**src/rtl/uart_sdram_cmd_rx.sv**
```systemverilog
// 8N1 UART receiver feeding a packet parser that turns host byte packets
// (0x57 write / 0x52 read) into SDRAM controller commands on cmd_ready/cmd_enable.
module uart_sdram_cmd_rx #(
  parameter int CLKS_PER_BIT = 868,
  parameter int TIMEOUT_BITS = 64
) (
  input  logic        clk100,
  input  logic        rst,
  input  logic        uart_rx_pin,
  input  logic        cmd_ready,
  output logic        cmd_enable,
  output logic        cmd_wr,
  output logic [22:0] cmd_address,
  output logic [31:0] cmd_data_in,
  output logic [7:0]  rx_byte,
  output logic        rx_byte_valid,
  output logic        frame_err,
  output logic        pkt_err
);

  localparam int            CW       = $clog2(CLKS_PER_BIT);
  localparam logic [CW-1:0] BIT_LAST = CW'(CLKS_PER_BIT - 1);
  localparam logic [CW-1:0] HALF     = CW'(CLKS_PER_BIT / 2);
  localparam logic [31:0]   TO_LIMIT = 32'(TIMEOUT_BITS * CLKS_PER_BIT);
  localparam logic [7:0]    OP_WR    = 8'h57;
  localparam logic [7:0]    OP_RD    = 8'h52;

  typedef enum logic [1:0] {IDLE, START, DATA, STOP} rx_state_t;
  typedef enum logic [1:0] {P_IDLE, P_ADDR, P_DATA, P_ISSUE} p_state_t;

  // Two-flop synchronizer; resets to the line's idle level so reset never looks like a start bit.
  logic sync1_q, rx_s_q;

  always_ff @(posedge clk100 or negedge rst) begin
    if (!rst) begin
      sync1_q <= 1'b1;
      rx_s_q  <= 1'b1;
    end else begin
      sync1_q <= uart_rx_pin;
      rx_s_q  <= sync1_q;
    end
  end

  rx_state_t     rx_state_q, rx_state_d;
  logic [CW-1:0] clk_cnt_q, clk_cnt_d;
  logic [2:0]    bit_cnt_q, bit_cnt_d;
  logic [7:0]    shift_q, shift_d;
  logic [7:0]    rx_byte_q, rx_byte_d;
  logic          rx_valid_q, rx_valid_d;
  logic          frame_err_q, frame_err_d;

  // NOTE: state registers use non-blocking assignments so every flop samples pre-edge values.
  always_ff @(posedge clk100 or negedge rst) begin
    if (!rst) begin
      rx_state_q  <= IDLE;
      clk_cnt_q   <= '0;
      bit_cnt_q   <= '0;
      shift_q     <= '0;
      rx_byte_q   <= '0;
      rx_valid_q  <= 1'b0;
      frame_err_q <= 1'b0;
    end else begin
      rx_state_q  <= rx_state_d;
      clk_cnt_q   <= clk_cnt_d;
      bit_cnt_q   <= bit_cnt_d;
      shift_q     <= shift_d;
      rx_byte_q   <= rx_byte_d;
      rx_valid_q  <= rx_valid_d;
      frame_err_q <= frame_err_d;
    end
  end

  // NOTE: every always_comb output gets a default first, so no path can infer a latch.
  always_comb begin
    rx_state_d  = rx_state_q;
    clk_cnt_d   = clk_cnt_q + 1'b1;
    bit_cnt_d   = bit_cnt_q;
    shift_d     = shift_q;
    rx_byte_d   = rx_byte_q;
    rx_valid_d  = 1'b0;
    frame_err_d = 1'b0;
    unique case (rx_state_q)
      IDLE: begin
        clk_cnt_d = '0;
        if (!rx_s_q) begin
          rx_state_d = START;
          bit_cnt_d  = '0;
        end
      end
      START: begin
        if (clk_cnt_q == HALF) begin
          clk_cnt_d  = '0;
          rx_state_d = rx_s_q ? IDLE : DATA;
        end
      end
      DATA: begin
        if (clk_cnt_q == BIT_LAST) begin
          clk_cnt_d = '0;
          shift_d   = {rx_s_q, shift_q[7:1]};
          bit_cnt_d = bit_cnt_q + 3'd1;
          if (bit_cnt_q == 3'd7) rx_state_d = STOP;
        end
      end
      STOP: begin
        // Return to IDLE straight after the stop sample so a following start bit is caught early.
        if (clk_cnt_q == BIT_LAST) begin
          clk_cnt_d  = '0;
          rx_state_d = IDLE;
          if (rx_s_q) begin
            rx_byte_d  = shift_q;
            rx_valid_d = 1'b1;
          end else begin
            frame_err_d = 1'b1;
          end
        end
      end
      default: rx_state_d = IDLE;
    endcase
  end

  p_state_t    p_state_q, p_state_d;
  logic [2:0]  byte_cnt_q, byte_cnt_d;
  logic [31:0] to_cnt_q, to_cnt_d;
  logic [14:0] addr_sh_q, addr_sh_d;
  logic [23:0] data_sh_q, data_sh_d;
  logic        cmd_en_q, cmd_en_d;
  logic        cmd_wr_q, cmd_wr_d;
  logic [22:0] cmd_addr_q, cmd_addr_d;
  logic [31:0] cmd_data_q, cmd_data_d;
  logic        pkt_err_q, pkt_err_d;

  always_ff @(posedge clk100 or negedge rst) begin
    if (!rst) begin
      p_state_q  <= P_IDLE;
      byte_cnt_q <= '0;
      to_cnt_q   <= '0;
      addr_sh_q  <= '0;
      data_sh_q  <= '0;
      cmd_en_q   <= 1'b0;
      cmd_wr_q   <= 1'b0;
      cmd_addr_q <= '0;
      cmd_data_q <= '0;
      pkt_err_q  <= 1'b0;
    end else begin
      p_state_q  <= p_state_d;
      byte_cnt_q <= byte_cnt_d;
      to_cnt_q   <= to_cnt_d;
      addr_sh_q  <= addr_sh_d;
      data_sh_q  <= data_sh_d;
      cmd_en_q   <= cmd_en_d;
      cmd_wr_q   <= cmd_wr_d;
      cmd_addr_q <= cmd_addr_d;
      cmd_data_q <= cmd_data_d;
      pkt_err_q  <= pkt_err_d;
    end
  end

  // Address/data assemble in side registers so the command fields only move when a command issues.
  always_comb begin
    p_state_d  = p_state_q;
    byte_cnt_d = byte_cnt_q;
    to_cnt_d   = '0;
    addr_sh_d  = addr_sh_q;
    data_sh_d  = data_sh_q;
    cmd_en_d   = cmd_en_q;
    cmd_wr_d   = cmd_wr_q;
    cmd_addr_d = cmd_addr_q;
    cmd_data_d = cmd_data_q;
    pkt_err_d  = 1'b0;
    unique case (p_state_q)
      P_IDLE: begin
        if (rx_valid_q) begin
          if (rx_byte_q == OP_WR || rx_byte_q == OP_RD) begin
            cmd_wr_d   = (rx_byte_q == OP_WR);
            p_state_d  = P_ADDR;
            byte_cnt_d = '0;
          end else begin
            pkt_err_d = 1'b1;
          end
        end
      end
      P_ADDR, P_DATA: begin
        // A byte in the expiry cycle wins: it is consumed and the timeout restarts from zero.
        if (rx_valid_q) begin
          byte_cnt_d = byte_cnt_q + 3'd1;
          if (p_state_q == P_ADDR) begin
            unique case (byte_cnt_q)
              3'd0:    addr_sh_d = {8'h00, rx_byte_q[6:0]};
              3'd1:    addr_sh_d = {addr_sh_q[6:0], rx_byte_q};
              default: begin
                cmd_addr_d = {addr_sh_q, rx_byte_q};
                byte_cnt_d = '0;
                if (cmd_wr_q) begin
                  p_state_d = P_DATA;
                end else begin
                  p_state_d = P_ISSUE;
                  cmd_en_d  = 1'b1;
                end
              end
            endcase
          end else begin
            data_sh_d = {data_sh_q[15:0], rx_byte_q};
            if (byte_cnt_q == 3'd3) begin
              cmd_data_d = {data_sh_q, rx_byte_q};
              byte_cnt_d = '0;
              p_state_d  = P_ISSUE;
              cmd_en_d   = 1'b1;
            end
          end
        end else if (to_cnt_q + 32'd1 == TO_LIMIT) begin
          pkt_err_d  = 1'b1;
          p_state_d  = P_IDLE;
          byte_cnt_d = '0;
        end else begin
          to_cnt_d = to_cnt_q + 32'd1;
        end
      end
      P_ISSUE: begin
        if (rx_valid_q) pkt_err_d = 1'b1;
        if (cmd_en_q && cmd_ready) begin
          cmd_en_d   = 1'b0;
          p_state_d  = P_IDLE;
          byte_cnt_d = '0;
        end
      end
      default: p_state_d = P_IDLE;
    endcase
  end

  assign cmd_enable    = cmd_en_q;
  assign cmd_wr        = cmd_wr_q;
  assign cmd_address   = cmd_addr_q;
  assign cmd_data_in   = cmd_data_q;
  assign rx_byte       = rx_byte_q;
  assign rx_byte_valid = rx_valid_q;
  assign frame_err     = frame_err_q;
  assign pkt_err       = pkt_err_q;

endmodule

```
**config.mk**
```make
export PLATFORM = sky130hd
export DESIGN_NAME = uart_sdram_cmd_rx
export DESIGN_NICKNAME = d
export VERILOG_FILES = /design/src/rtl/uart_sdram_cmd_rx.sv
export SDC_FILE = /design/constraint.sdc
export NUM_CORES = 1
export LEC_CHECK = 0
export BUFFER_PORTS_ARGS = -buffer_cell sky130_fd_sc_hd__buf_2
export CORE_AREA = 2 2 125 127
export DETAILED_ROUTE_END_ITERATION = 10
export DIE_AREA = 0 0 127 129
export PLACE_DENSITY = 0.73
export RECOVER_POWER = 50
export SLEW_MARGIN = 15
export SYNTH_ARGS = -nofsm -noshare
export SYNTH_HDL_FRONTEND = slang
export SYNTH_SLANG_ARGS = --single-unit
```
**constraint.sdc**
```tcl
create_clock -name clk100 -period 2.7 [get_ports clk100]
set_input_delay 0.405 -clock clk100 [delete_from_list [all_inputs] [get_ports clk100]]
set_output_delay 0.405 -clock clk100 [all_outputs]
set_load 0.03 [all_outputs]
```
Word-level counts from Yosys, hierarchy flattened
Index checks and enable logic that the tools add are counted.
{"block": "totals", "ff_bits": 169, "inputBits": 4, "output_inout_bits": 68, "elab_cells": 132}
{"block": "op_classes", "add_sub_neg": 4, "eq_ne": 29, "muxes": 55, "bitwise_logic": 2, "reduce_logical": 23}
{"cell": "2-to-1 mux 32 bit", "count": 3}
{"cell": "adder 32 x 1 -> 32 bit, second input constant", "count": 1}
{"cell": "equality test 32 x 16 -> 1 bit, second input constant", "count": 1}
{"cell": "2-to-1 mux 3 bit", "count": 10}
{"cell": "one-hot mux 10 bit (3 select lines)", "count": 1}
{"cell": "one-hot mux 15 bit (2 select lines)", "count": 1}
{"cell": "2-to-1 mux 2 bit", "count": 14}
{"cell": "2-to-1 mux 10 bit", "count": 2}
{"cell": "2-to-1 mux 1 bit", "count": 18}
{"cell": "!= test 2 bit, second input constant", "count": 9}
{"cell": "equality test 8 x 7 -> 1 bit, second input constant", "count": 2}
{"cell": "AND reduction 4 bit", "count": 4}
{"cell": "!= test 3 bit, second input constant", "count": 4}
{"cell": "AND reduction 3 bit", "count": 4}
{"cell": "AND reduction 6 bit", "count": 2}
{"cell": "adder 10 x 1 -> 10 bit, second input constant", "count": 1}
{"cell": "equality test 10 bit, second input constant", "count": 1}
{"cell": "equality test 10 x 9 -> 1 bit, second input constant", "count": 1}
{"cell": "one-hot mux 3 bit (3 select lines)", "count": 1}
{"cell": "equality test 2 bit, second input constant", "count": 4}
{"cell": "!= test 4 bit, second input constant", "count": 2}
{"cell": "one-hot mux 2 bit (4 select lines)", "count": 1}
{"cell": "adder 3 x 1 -> 3 bit, second input constant", "count": 2}
{"cell": "one-hot mux 2 bit (3 select lines)", "count": 1}
{"cell": "16 further kinds", "count": 23}

Longest topological paths before layout
{"block": "logic_depth", "depth_word": 6, "mapped_depth": 10, "mapped_depth_nobuf": 9}

Worst setup path before layout
Ideal clock, no wire load.
{"block": "synth_path", "kind": "reg2reg", "from": "reg to_cnt_q[0]", "to": "reg p_state_q[0]", "t_arrival_ns": 2.704, "required_ns": 2.573, "path_slack_ns": -0.132, "path_stages_with_launch": 10, "n_path_buf": 0, "path_cell_list": "dfrtp_1 ha_1 nand4_4 or4_4 a2111oi_2 nor2_1 nor4_2 nand4_2 a21oi_2 mux2_1"}
{"block": "synth_between", "elab_chain_cells": 4}
{"element": "from (decl)", "line": "123", "text": "logic [31:0] to_cnt_q, to_cnt_d;"}
{"element": "from (signal assigned)", "line": "147", "text": "to_cnt_q <= to_cnt_d;"}
{"element": "adder 32 x 1 -> 32 bit", "line": "210", "text": "end else if (to_cnt_q + 32'd1 == TO_LIMIT) begin"}
{"element": "equality test 32 x 16 -> 1 bit", "line": "210"}
{"element": "!= test 3 bit (no line)"}
{"element": "AND reduction 6 bit (no line)"}
{"element": "to (signal assigned)", "line": "145", "text": "p_state_q <= p_state_d;"}
{"element": "to (decl)", "line": "121", "text": "p_state_t p_state_q, p_state_d;"}
Every way passes these cells.
A chain may end at the register's enable or synchronous reset.

Final worst setup path
{"block": "layout_path", "from": "reg to_cnt_q[10]", "to": "reg p_state_q[1]"}
The elaborated chain is that of the path after synthesis.

==> impl_metrics.tcl <==
set metrics [dict create \
    outcome "finished with violations" \
    violations "max-capacitance violations, max-slew violations, negative setup slack" \
    p_sw_mw 1.030 \
    mostFrequentLayoutCells "dfrtp_1 (164), nand2_1 (141), mux2_2 (72)" \
    reg2reg_depth 10 \
    timing.fmax_ghz 0.3667 \
    drive_above_1_share_pct 28.25 \
    path_clk_slew_ps 60 \
    drtIter0Drc 396 \
    start_util_pct 51.19 \
    grt_first_pass_wirelength_mm 27.95 \
    powerDensity_nw_per_um2 540.1 \
    area_growth_pct 21.65 \
    post-route-period-util_pct 101.0 \
    layout.nets 850 \
    syn_area_sq_um 7667 \
    row_count 45 \
    whs_path_depth 1 \
    cp_data_required_time_ps 3010 \
    skew_ps 8.100 \
    min_path_type "in -> reg" \
    wl_per_cell_um 16.21 \
    synth-edff-count 0 \
    ys_warn_count 0 \
    ant_nets 0 \
    yosysTopAreaCell "dfrtp_1" \
    multi_input_area_sq_um 3377 \
    use_met2_pct 36.31 \
    cts_root_buf "clkbuf_16" \
    p_int_mw 4.007 \
    seq_power_share_pct 50.3 \
    slew_headroom_pct -45.75 \
    endpoint_kind "flip-flop" \
    irDropWorstVdd_v 0.0004432 \
    cts_sinks 169 \
    clock_latency_ps 430 \
    critPathMaxFanout 6 \
    fin_setup_tns_ps -47.35 \
    die_area_sq_um 16380 \
    fp.dieW_um 127 \
    core-area_sq_um 14980 \
    diodes 0 \
    grt_pass1_vias 5746 \
    leakagePower_nw 4.610 \
    regArea_sq_um 4235 \
    synthDistinctLibCells 59 \
    yosysSeqAreaShare_pct 55.19 \
    top_usage_layer "met2" \
    timing.final.ws_setup_ps -26.89 \
    rrSetupSlack_ps -30 \
    netlist.area_leader.share_pct 54.50 \
    tritoncts "built" \
    cts_buffers 17 \
    yosys_register_bits 169 \
    postLayoutCellArea_sq_um 9328 \
    drt_wl_total_mm 16.76 \
    remaining_drc_errors 0 \
    grt_max_degree 89 \
    setup_viol 2 \
    pin_count 72 \
    hold_viol_final 0 \
    antenna_found_initial 0 \
    pwr-share-clk_pct 48.5 \
    port_buffers 71 \
    switching_share_pct 20.45 \
    holdWs_ps 77.94 \
    syn_nets 732 \
    die_y_um 129 \
    clockBufferDepth 2 \
    gp_congestion 0.9186 \
    n_fill_cell 1171 \
    grt.met1_usage_pct 27.42 \
    ys.flop_type "dfrtp_1" \
    combPwrFrac_pct 1.1 \
    drv_cap 1 \
    cp_data_arrival_time_ps 3040 \
    min_period_ps 2727 \
    ys_async_sr_fraction_pct 100.0 \
    dpl_cell_area_sq_um 8541 \
    dp_hpwl_mm 11.20 \
    synthTopCellsByArea "dfrtp_1 (55%), mux2_2 (11%), nand2_1 (7.0%), nor2_1 (3.1%), xor2_1 (2.5%)" \
    gr-total-overflow 0 \
    routed_via_density 5.448 \
    ctsHtreeMaxLevel 4 \
    final_common_cell "dfrtp_1" \
    vias 5633 \
    rsz0062_at_grt "yes" \
    synthCells 715 \
    worst_slew_pin_slew_ps 2186 \
    setup.worst_path.start_class "flip-flop" \
    grt_util_all_layers_pct 21.29 \
    p_total_mw 5.038 \
    avgSynthCellArea_sq_um 10.72 \
    firstDrtPassIters 6 \
    use_met3_pct 4.615 \
    slew_violations 88 \
    path_class "reg -> reg" \
]
-- area by class of cell --
class | instances | area share [%]
Tap cell | 188 | 2.522
Timing Repair Buffer | 134 | 8.719
Clock inverter | 9 | 1.194
Sequential cell | 169 | 45.41
Inverter | 18 | 0.7243
Multi-Input combinational cell | 493 | 36.20
Clock buffer | 23 | 5.231
-- synth_stat cells, drive strengths merged, types with 2 or more instances --
cell type,number
inv,18
xnor2,16
nand4,20
nor3b,5
nand4b,3
nand2b,2
and4,3
or4,4
dfstp,2
o2111ai,2
nor2,63
ha,13
o22ai,2
o41ai,2
and2,5
and3,10
mux2i,5
nand2,142
a22oi,4
clkbuf,26
a22o,2
nor4,7
o211ai,5
a31oi,2
xor2,22
nand3,25
buf,9
o21ai,16
a21oi,11
nand4bb,2
or2,3
a31o,2
or3,4
mux2,73
dfrtp,167
nor3,7
-- power groups by stage --
stage	Sequential, mW	Clock (mW)	Combinational (mW)
after detailed placement	2.58	0	0.0624
after CTS	2.54	2.48	0.0624
final	2.54	2.45	0.0559
after global placement	2.58	0	0.0602
after global routing	2.53	2.60	0.0677
after floorplan	2.58	0	0.00111
-- cells by family (layout without fill, tap and decap cells) --
group	count (synthesis)	count (layout)	synth area share, %
simple gates	307	307	19.16
fa+ha+maj	13	13	2.121
mux	78	78	11.37
buf+inv	53	184	2.790
xor+xnor	38	38	4.341
compound gates	57	57	5.027
flops	169	169	55.19
-- flip-flops by register name, summed over array words and instances, names as in the netlist, 2 cells and up, named ones only --
signal,flops
addr_sh_q,15
bit_cnt_q,3
byte_cnt_q,3
clk_cnt_q,10
cmd_address,23
cmd_data_in,32
data_sh_q,24
p_state_q,2
rx_byte,8
shift_q,8
to_cnt_q,32
-- path summary, 6_finish.rpt --
check                              from            to
min in group asynchronous           rst  to_cnt_q[31]
hold / removal              uart_rx_pin       sync1_q
max in group asynchronous           rst   to_cnt_q[1]
setup / recovery           to_cnt_q[10]  p_state_q[1]
setup reg to reg           to_cnt_q[10]  p_state_q[1]
hold reg to reg                 sync1_q        rx_s_q
-- timing repair --
action                                 in CTS  in global routing
hold buffers                                0                  0
pin swaps                                  11                 14
setup endpoints to repair                   2                 28
resized for setup                           8                 14
setup buffers                               6                  6
endpoints found under the hold margin       0                  0
-- metal layers --
metal	wire length (um)	vias to the layer above
li1	-	2683
met1	7113	2776
met2	8590	150
met3	802	24
met4	250	0
met5	0	-
-- metrics by stage --
| stage | setup WS, ps | utilization [%] | cells |
|---|---|---|---|
| 2_1_floorplan | 1.393 | - | 715 |
| 3_3_place_gp | 1.281 | 57.03 | 990 |
| 3_5_place_dp | -89.34 | 57.03 | 990 |
| 4_1_cts | 3.853 | 61.70 | 1028 |
| 5_1_grt | -156.0 | 62.28 | 1034 |
| 6_report | -26.89 | 62.28 | 1034 |
-- critical path, cell delays in order (launching register included) --
cell       delay (ps)
dfrtp_1           400
nand4_1           230
nor4_4            530
buf_4             220
a21oi_4            50
nand4bb_4         210
nor4_4            310
nand4_4           170
buf_6             160
o2bb2ai_2         120
a22o_1            210
Note: power is estimated with default switching activity, not from simulation.
